<file path="src/rtl/cdb_arbiter_if.sv">
// Execute-to-CDB bus bundle: result requests/packets and grants from the functional units, plus
// the registered CDB broadcast. The arbiter takes the slave side and the source/consumer side takes the master side.
interface cdb_arbiter_if #(
    parameter int PKT_W = 32
);
    logic             flush;
    logic             alu_req0;
    logic             alu_req1;
    logic             mdu_req;
    logic             dcache_req;
    logic [PKT_W-1:0] alu_result0;
    logic [PKT_W-1:0] alu_result1;
    logic [PKT_W-1:0] mdu_result;
    logic [PKT_W-1:0] dcache_result;
    logic             alu_cdb_gnt0;
    logic             alu_cdb_gnt1;
    logic             mdu_cdb_gnt;
    logic             dcache_cdb_gnt;
    logic [PKT_W-1:0] cdb_port0;
    logic [PKT_W-1:0] cdb_port1;
    logic             cdb_val0;
    logic             cdb_val1;

    modport master (
        output flush, alu_req0, alu_req1, mdu_req, dcache_req,
        output alu_result0, alu_result1, mdu_result, dcache_result,
        input  alu_cdb_gnt0, alu_cdb_gnt1, mdu_cdb_gnt, dcache_cdb_gnt,
        input  cdb_port0, cdb_port1, cdb_val0, cdb_val1
    );

    modport slave (
        input  flush, alu_req0, alu_req1, mdu_req, dcache_req,
        input  alu_result0, alu_result1, mdu_result, dcache_result,
        output alu_cdb_gnt0, alu_cdb_gnt1, mdu_cdb_gnt, dcache_cdb_gnt,
        output cdb_port0, cdb_port1, cdb_val0, cdb_val1
    );
endinterface

</file>
<file path="src/rtl/cdb_arbiter.sv">
// Round-robin arbiter of four execute results onto two registered CDB ports.
// Optional macro CDB_DCACHE_PRIO_EN: dcache always takes port 0; round-robin covers sources 0-2.
module cdb_arbiter #(
    parameter int NUM_SRC = 4,
    parameter int NUM_CDB = 2,
    parameter int PKT_W   = 32
) (
    input  logic          clk,
    input  logic          rst,
    cdb_arbiter_if.slave  bus
);
    logic [NUM_SRC-1:0] req;
    logic [NUM_SRC-1:0] gnt;
    logic [NUM_CDB-1:0] found;
    logic               en;
    logic [1:0]         idx;
    logic [1:0]         sel0;
    logic [1:0]         sel1;
    logic [1:0]         rr_q, rr_d;
    logic [PKT_W-1:0]   pkt [NUM_SRC];
    logic [PKT_W-1:0]   port0_q, port1_q;
    logic [NUM_CDB-1:0] val_q;

    assign req    = {bus.dcache_req, bus.mdu_req, bus.alu_req1, bus.alu_req0};
    assign pkt[0] = bus.alu_result0;
    assign pkt[1] = bus.alu_result1;
    assign pkt[2] = bus.mdu_result;
    assign pkt[3] = bus.dcache_result;
    assign en     = rst && !bus.flush;

    always_comb begin
        found = '0;
        sel0  = '0;
        sel1  = '0;
        idx   = '0;
        rr_d  = rr_q;
        gnt   = '0;
`ifdef CDB_DCACHE_PRIO_EN
        if (req[3]) begin
            found[0] = 1'b1;
            sel0     = 2'd3;
        end
        for (int unsigned k = 0; k < NUM_SRC; k++) begin
            idx = rr_q + k[1:0];
            if (idx != 2'd3 && req[idx]) begin
                if (!found[0]) begin
                    found[0] = 1'b1;
                    sel0     = idx;
                end else if (!found[1]) begin
                    found[1] = 1'b1;
                    sel1     = idx;
                end
            end
        end
        if (!en) found = '0;
        // dcache grants never move the pointer; only the last of sources 0-2 does
        if (found[1])
            rr_d = sel1 + 2'd1;
        else if (found[0] && sel0 != 2'd3)
            rr_d = sel0 + 2'd1;
`else
        for (int unsigned k = 0; k < NUM_SRC; k++) begin
            idx = rr_q + k[1:0];
            if (req[idx]) begin
                if (!found[0]) begin
                    found[0] = 1'b1;
                    sel0     = idx;
                end else if (!found[1]) begin
                    found[1] = 1'b1;
                    sel1     = idx;
                end
            end
        end
        if (!en) found = '0;
        if (found[1])
            rr_d = sel1 + 2'd1;
        else if (found[0])
            rr_d = sel0 + 2'd1;
`endif
        if (found[0]) gnt[sel0] = 1'b1;
        if (found[1]) gnt[sel1] = 1'b1;
    end

    always_ff @(posedge clk) begin
        if (!rst) begin
            rr_q    <= '0;
            val_q   <= '0;
            port0_q <= '0;
            port1_q <= '0;
        end else begin
            rr_q  <= rr_d;
            val_q <= found;
            if (found[0]) port0_q <= pkt[sel0];
            if (found[1]) port1_q <= pkt[sel1];
        end
    end

    assign bus.alu_cdb_gnt0   = gnt[0];
    assign bus.alu_cdb_gnt1   = gnt[1];
    assign bus.mdu_cdb_gnt    = gnt[2];
    assign bus.dcache_cdb_gnt = gnt[3];
    assign bus.cdb_port0      = port0_q;
    assign bus.cdb_port1      = port1_q;
    assign bus.cdb_val0       = val_q[0];
    assign bus.cdb_val1       = val_q[1];
endmodule

</file>
<file path="src/flat_wrapper.sv">
// flat-port wrapper written by rule: the top's interface ports become plain ports
module cdb_arbiter_flat 
#(
    parameter int NUM_SRC = 4,
    parameter int NUM_CDB = 2,
    parameter int PKT_W   = 32
)
  (clk, rst, bus_flush, bus_alu_req0, bus_alu_req1, bus_mdu_req, bus_dcache_req, bus_alu_result0, bus_alu_result1, bus_mdu_result, bus_dcache_result, bus_alu_cdb_gnt0, bus_alu_cdb_gnt1, bus_mdu_cdb_gnt, bus_dcache_cdb_gnt, bus_cdb_port0, bus_cdb_port1, bus_cdb_val0, bus_cdb_val1);
  cdb_arbiter_if #(.PKT_W(PKT_W)) bus_i ();
  input  logic clk;
  input  logic rst;
  input wire logic [$bits(bus_i.flush)-1:0] bus_flush;
  input wire logic [$bits(bus_i.alu_req0)-1:0] bus_alu_req0;
  input wire logic [$bits(bus_i.alu_req1)-1:0] bus_alu_req1;
  input wire logic [$bits(bus_i.mdu_req)-1:0] bus_mdu_req;
  input wire logic [$bits(bus_i.dcache_req)-1:0] bus_dcache_req;
  input wire logic [$bits(bus_i.alu_result0)-1:0] bus_alu_result0;
  input wire logic [$bits(bus_i.alu_result1)-1:0] bus_alu_result1;
  input wire logic [$bits(bus_i.mdu_result)-1:0] bus_mdu_result;
  input wire logic [$bits(bus_i.dcache_result)-1:0] bus_dcache_result;
  output wire logic [$bits(bus_i.alu_cdb_gnt0)-1:0] bus_alu_cdb_gnt0;
  output wire logic [$bits(bus_i.alu_cdb_gnt1)-1:0] bus_alu_cdb_gnt1;
  output wire logic [$bits(bus_i.mdu_cdb_gnt)-1:0] bus_mdu_cdb_gnt;
  output wire logic [$bits(bus_i.dcache_cdb_gnt)-1:0] bus_dcache_cdb_gnt;
  output wire logic [$bits(bus_i.cdb_port0)-1:0] bus_cdb_port0;
  output wire logic [$bits(bus_i.cdb_port1)-1:0] bus_cdb_port1;
  output wire logic [$bits(bus_i.cdb_val0)-1:0] bus_cdb_val0;
  output wire logic [$bits(bus_i.cdb_val1)-1:0] bus_cdb_val1;
  assign bus_i.flush = bus_flush;
  assign bus_i.alu_req0 = bus_alu_req0;
  assign bus_i.alu_req1 = bus_alu_req1;
  assign bus_i.mdu_req = bus_mdu_req;
  assign bus_i.dcache_req = bus_dcache_req;
  assign bus_i.alu_result0 = bus_alu_result0;
  assign bus_i.alu_result1 = bus_alu_result1;
  assign bus_i.mdu_result = bus_mdu_result;
  assign bus_i.dcache_result = bus_dcache_result;
  assign bus_alu_cdb_gnt0 = bus_i.alu_cdb_gnt0;
  assign bus_alu_cdb_gnt1 = bus_i.alu_cdb_gnt1;
  assign bus_mdu_cdb_gnt = bus_i.mdu_cdb_gnt;
  assign bus_dcache_cdb_gnt = bus_i.dcache_cdb_gnt;
  assign bus_cdb_port0 = bus_i.cdb_port0;
  assign bus_cdb_port1 = bus_i.cdb_port1;
  assign bus_cdb_val0 = bus_i.cdb_val0;
  assign bus_cdb_val1 = bus_i.cdb_val1;
  cdb_arbiter #(.NUM_SRC(NUM_SRC), .NUM_CDB(NUM_CDB), .PKT_W(PKT_W)) u_core (.clk(clk), .rst(rst), .bus(bus_i));
endmodule
</file>
<file path="config.mk">
export PLATFORM = sky130hd
export DESIGN_NAME = cdb_arbiter_flat
export DESIGN_NICKNAME = d
export VERILOG_FILES = /design/src/rtl/cdb_arbiter_if.sv /design/src/rtl/cdb_arbiter.sv /design/src/flat_wrapper.sv
export SDC_FILE = /design/constraint.sdc
export NUM_CORES = 1
export LEC_CHECK = 0
export ABC_AREA = 1
export CAP_MARGIN = 20
export CORE_UTILIZATION = 50
export CTS_BUF_LIST = sky130_fd_sc_hd__clkbuf_16
export DETAILED_ROUTE_END_ITERATION = 10
export PLACE_DENSITY = 0.88
export SYNTH_ARGS = -nofsm -noshare
export SYNTH_HDL_FRONTEND = slang
export SYNTH_SLANG_ARGS = --single-unit
export TNS_END_PERCENT = 100
</file>
<file path="constraint.sdc">
create_clock -name clk -period 4.6 [get_ports clk]
set_clock_uncertainty 0.05 [all_clocks]
set_input_delay 0.92 -clock clk [delete_from_list [all_inputs] [get_ports clk]]
set_output_delay 0.92 -clock clk [all_outputs]
set_load 0.005 [all_outputs]
</file>
* Word-level counts from Yosys, hierarchy flattened
Index checks and enable logic that the tools add are counted.
Word-level totals: bits in registers 68, bits of input ports 135, output and inout port bits 70, word-level logic and storage cells 73
Cells by class: add/subtract/negate cells 5, $lt $le $gt $ge 10, mux-type cells 46, bitwise operators 3, reductions and logical operators 5
Operators by type and width (count):
- 32-bit binary-select mux with 2-bit select | 2
- 32-bit 2-to-1 mux | 4
- 2-bit 2-to-1 mux | 22
- 2-bit by 3-bit less-than comparator with 1-bit output (second input constant) | 6
- 1-bit 2-to-1 mux | 10
- 1-bit binary-select mux with 2-bit select | 4
- 4-bit 2-to-1 mux | 2
- 2-bit by 1-bit adder with 2-bit output (second input constant) | 3
- 3-bit >= comparator (second input constant) | 2
- 2-bit NOT with 3-bit output | 2
- 2-bit adder (second input constant) | 2
- 1-bit demux with 2-bit select | 2
- 2-bit by 1-bit >= comparator with 1-bit output (second input constant) | 2
- 4-bit OR | 1
- 1-bit logical AND | 3
- 2-bit nonzero test | 1
- 1-bit logical NOT | 1

* Longest topological paths before layout
depth after elaboration 17, gate-level depth with buffers 22, gate-level depth less buffers 18

* Worst setup path before layout
No wires, ideal clock.
path type input to output, from in bus_dcache_req, to out bus_alu_cdb_gnt0, arrival 2.381 ns, required time 3.630 ns, path slack 1.249 ns, stages on the path 15, buffers on the path 1, cell sequence inv_1 nand2_1 nand3_2 nand2_4 ha_1 inv_1 nand2_1 o21ai_0 nand2_1 nand2_1 nand2_1 nand2_2 buf_2 inv_1 o32ai_1
On the way: cells in the longest elaborated chain, start to end 17, elaborated cells between the ends (all ways) 44, those cells by class order compare: 4; mux: 37; bitwise: 1; reduce/logical: 2
RTL lines:
- start, declared | RTL line flat_wrapper.sv:16 | input wire logic [$bits(bus_i.dcache_req)-1:0] bus_dcache_req;
- 1-bit binary-select mux with 2-bit select | RTL line cdb_arbiter.sv:64 | if (req[idx]) begin
- 1-bit 2-to-1 mux (not written as such) | RTL line cdb_arbiter.sv:64
- 1-bit 2-to-1 mux | RTL line cdb_arbiter.sv:64
- 2-bit 2-to-1 mux or 1-bit 2-to-1 mux (tied branches) | RTL line cdb_arbiter.sv:65 | if (!found[0]) begin
- 2-bit 2-to-1 mux | RTL line cdb_arbiter.sv:64
- 2-bit 2-to-1 mux | RTL line cdb_arbiter.sv:68 | end else if (!found[1]) begin
- 2-bit 2-to-1 mux | RTL line cdb_arbiter.sv:65
- 2-bit 2-to-1 mux | RTL line cdb_arbiter.sv:64
- 2-bit 2-to-1 mux | RTL line cdb_arbiter.sv:68
- 2-bit 2-to-1 mux | RTL line cdb_arbiter.sv:65
- 2-bit 2-to-1 mux | RTL line cdb_arbiter.sv:64
- 2-bit by 3-bit less-than comparator with 1-bit output (not written as such) or 2-bit by 1-bit >= comparator with 1-bit output (tied branches) | RTL line cdb_arbiter.sv:81 | if (found[1]) gnt[sel1] = 1'b1;
- 1-bit logical AND (not written as such) | RTL line cdb_arbiter.sv:81
- 1-bit 2-to-1 mux (not written as such) | RTL line cdb_arbiter.sv:81
- 1-bit demux with 2-bit select
- 4-bit OR (no source line)
- 4-bit 2-to-1 mux * | RTL line cdb_arbiter.sv:81
- end, declared | RTL line flat_wrapper.sv:21 | output wire logic [$bits(bus_i.alu_cdb_gnt0)-1:0] bus_alu_cdb_gnt0;
Mark *: on every way between the ends. The rest lies on a longest branch, timed or not. The select of a mux whose other input is x is not followed.

* Worst setup path in the final report
from in bus_alu_req1, to out bus_dcache_cdb_gnt
On the way: cells in the longest elaborated chain, start to end 17, elaborated cells between the ends (all ways) 44, those cells by class order compare: 4; mux: 37; bitwise: 1; reduce/logical: 2
RTL lines:
- start, declared | RTL line flat_wrapper.sv:14 | input wire logic [$bits(bus_i.alu_req1)-1:0] bus_alu_req1;
- 1-bit binary-select mux with 2-bit select | RTL line cdb_arbiter.sv:64
- 1-bit 2-to-1 mux (not written as such) | RTL line cdb_arbiter.sv:64
- 1-bit 2-to-1 mux | RTL line cdb_arbiter.sv:64
- 2-bit 2-to-1 mux or 1-bit 2-to-1 mux (tied branches) | RTL line cdb_arbiter.sv:65
- 2-bit 2-to-1 mux | RTL line cdb_arbiter.sv:64
- 2-bit 2-to-1 mux | RTL line cdb_arbiter.sv:68
- 2-bit 2-to-1 mux | RTL line cdb_arbiter.sv:65
- 2-bit 2-to-1 mux | RTL line cdb_arbiter.sv:64
- 2-bit 2-to-1 mux | RTL line cdb_arbiter.sv:68
- 2-bit 2-to-1 mux | RTL line cdb_arbiter.sv:65
- 2-bit 2-to-1 mux | RTL line cdb_arbiter.sv:64
- 2-bit by 3-bit less-than comparator with 1-bit output (not written as such) or 2-bit by 1-bit >= comparator with 1-bit output (tied branches) | RTL line cdb_arbiter.sv:81
- 1-bit logical AND (not written as such) | RTL line cdb_arbiter.sv:81
- 1-bit 2-to-1 mux (not written as such) | RTL line cdb_arbiter.sv:81
- 1-bit demux with 2-bit select
- 4-bit OR (no source line)
- 4-bit 2-to-1 mux * | RTL line cdb_arbiter.sv:81
- end, declared | RTL line flat_wrapper.sv:24 | output wire logic [$bits(bus_i.dcache_cdb_gnt)-1:0] bus_dcache_cdb_gnt;
Marks and branches as above.

==> out/metrics.yaml <==
place:
  place_ws_ps: 167
  place_area_um2: 7680
  gp_congestion: 0.897
  dp.cells: 1320
  dp_hpwl_um: 12900
  io_buffers: 204
sta:
  fmax_mhz: 227
  setup_slack_ps: 191
  hold_violations: 0
  setup_viol: 0
  finalCriticalPeriod_ps: 4410
  tightest_slew_ps: 992
  relSlewSlack: 0.338
  finalSetupTns_ps: 0
  post-route-period-util: 0.958
  finalMaxSlewViolations: 0
synth:
  yosysTopAreaCell: "dfxtp_1"
  yosys.area.top_type_share: 0.239
  synth_top_family_by_area: "simple AND/OR/NAND/NOR gates"
  synth_adder_area_share: 0.00439
  synth-compound-area-share: 0.0719
  synth.distinct_cells: 28
  syn_area_um2: 5710
  syn-num-nets: 1163
  syn_inst: 1026
  synth_xor_area_frac: 0
  synth-seq-cells: 68
  avgSynthCellArea_um2: 5.56
  synthMuxAreaShare: 0
  yosys_warnings: 0
  synth-simple-area-share: 0.513
  synthTopCellsByArea: "dfxtp_1, nand2_1, nand3_1"
  seq_area_frac_synth: 0.239
finish:
  final_cell_area_um2: 8030
  layout.cells.non_filler: 1336
  drive_gt1_frac: 0.0552
  fin_util: 0.731
  num_antenna_cells: 0
  nets: 1328
  layout_commonest_cell: "nand2_1"
  syn_to_final_growth_pct: 40.7
  final_cell_mix: "nand2_1, clkdlybuf4s50_1, nand3_1"
clocking:
  clk_pin_slew_ps: 50
  numCtsBuffers: 9
  cts_tree: "done"
  clock_latency_ps: 350
  cts_root_buffer: "clkbuf_16"
  clockBufferDepth: 2
  clock_sinks: 68
  cts_setup_buffers: 0
  htree_num_levels: 3
power_and_ir_drop:
  p_leak_uw: 0.00414
  p_per_area_nw_per_um2: 448
  ir_drop_v: 0.000281
global_routing:
  grt_pass1_wl_um: 29800
  grt_overflow_total: 0
  grt_usage: 0.323
  antenna_found_initial: 0
  grt_pass1_vias: 6253
  grt_max_degree: 106
setup_path:
  crit_type: "input pin to output port"
  end_kind: "output port"
  startpoint_type: "input pin"
  cp_max_fo: 6
  worstPathArrival_ps: 3440
  required_ps: 3630
floorplanning:
  core_um2: 11000
  initial_core_util: 0.519
  num_rows: 38
  die_area_um2: 11800
  die_width_um: 109
  die_h_um: 109
  ios: 205
route:
  wl_per_cell_um: 14.3
  drt-total-wl_um: 19100
  ant_nets: 0
  vias_per_cell: 5.26
  drt_iter0_drc: 680
  drc_errors: 0
  firstDrtPassIters: 7
  vias: 7021
hold_path:
  hp-class: "flip-flop to flip-flop"
job:
  drv_cap: 0
outcome:
  run_status: "finished clean"
[final cells by class]
cell class / count / area [um^2]
multi-input cells: 741 / 3400
fillers: 928 / 2960
repair buffers: 224 / 2190
flip-flops and latches: 68 / 1360
inverters: 147 / 552
clock buffers: 9 / 225
well taps: 140 / 175
clock inverters: 7 / 116
[through the flow]
| step | hold slack [ps] | total power, uW |
|---|---|---|
| floorplan | 413 | 2160 |
| detailed placement | 413 | 2760 |
| global placement | 407 | 2730 |
| global route | 433 | 3860 |
| CTS | 422 | 3590 |
| finish | 418 | 3590 |
[cells in the mapped netlist]
cell      instances
nand2_2          15
nand4_2           1
o21ai_1          50
o21ai_0          18
buf_6            11
nand3b_1         33
buf_2            29
ha_1              2
o32ai_1           2
o21ai_2           1
clkinv_1          2
a21oi_2           1
inv_2             4
clkbuf_1         16
o31ai_1           2
nand3_2           3
inv_1           141
dfxtp_1          68
nor2_2            1
nand3_1         170
buf_1             1
buf_4            13
a21oi_1           4
nand4_1           1
nand2_1         361
nor2_8            1
nand2_4           3
nor2_1           72
[worst paths after layout]
| kind | from | end | slack, ps | depth (start not counted) |
|---|---|---|---|---|
| max | bus_alu_req1 | bus_dcache_cdb_gnt | 190 | 15 |
| max reg2reg | u_core.rr_q[0] | u_core.bus.cdb_port0[28] | 1210 | 18 |
| min reg2reg | u_core.bus.cdb_port0[0] | u_core.bus.cdb_port0[0] | 420 | 2 |
| min | u_core.bus.cdb_port0[0] | u_core.bus.cdb_port0[0] | 420 | 2 |
[flip-flops by register name (all words and copies together), names as in the netlist]
signal and count:
u_core.rr_q 2, u_core.bus.cdb_port0 32, u_core.bus.cdb_port1 32, u_core.val_q 2
[where the power goes]
part	internal [uW]	switching, uW
Clock	528	277
Sequential	708	70.1
Combinational	801	1210
Total	2040	1560
[metal layers]
metal  track usage  vias up  wire, um
met5             0        -         0
met4         0.141        0       537
met3        0.0598       40      1870
met2         0.547      379      8930
met1         0.398     3087      7770
li1              -     3515         -
[logic make-up after synthesis]
family / after synthesis
flip-flops: 68
AND/OR/NAND/NOR: 661
buffers and inverters: 217
adder cells (fa/ha/maj): 2
AO/OA/AOI/OAI: 78
[worst max-delay path, stage by stage]
cell             delay [ps]
clkdlybuf4s50_1         440
inv_1                    80
nand2_1                  80
nand3_2                 150
nand2_4                 100
ha_1                    290
inv_1                    30
nand2_1                  50
o21ai_0                  70
nand2_1                  60
nand2_1                  50
nand2_1                  90
nand2_4                  70
o31ai_1                 380
clkdlybuf4s50_1         590
[repair_timing]
| action | in CTS | in global routing |
|---|---|---|
| resized for setup | 0 | 2 |
| hold buffers | 0 | 0 |
| endpoints found under the setup margin | 0 | 2 |
Note: power is estimated with default switching activity, not from simulation.
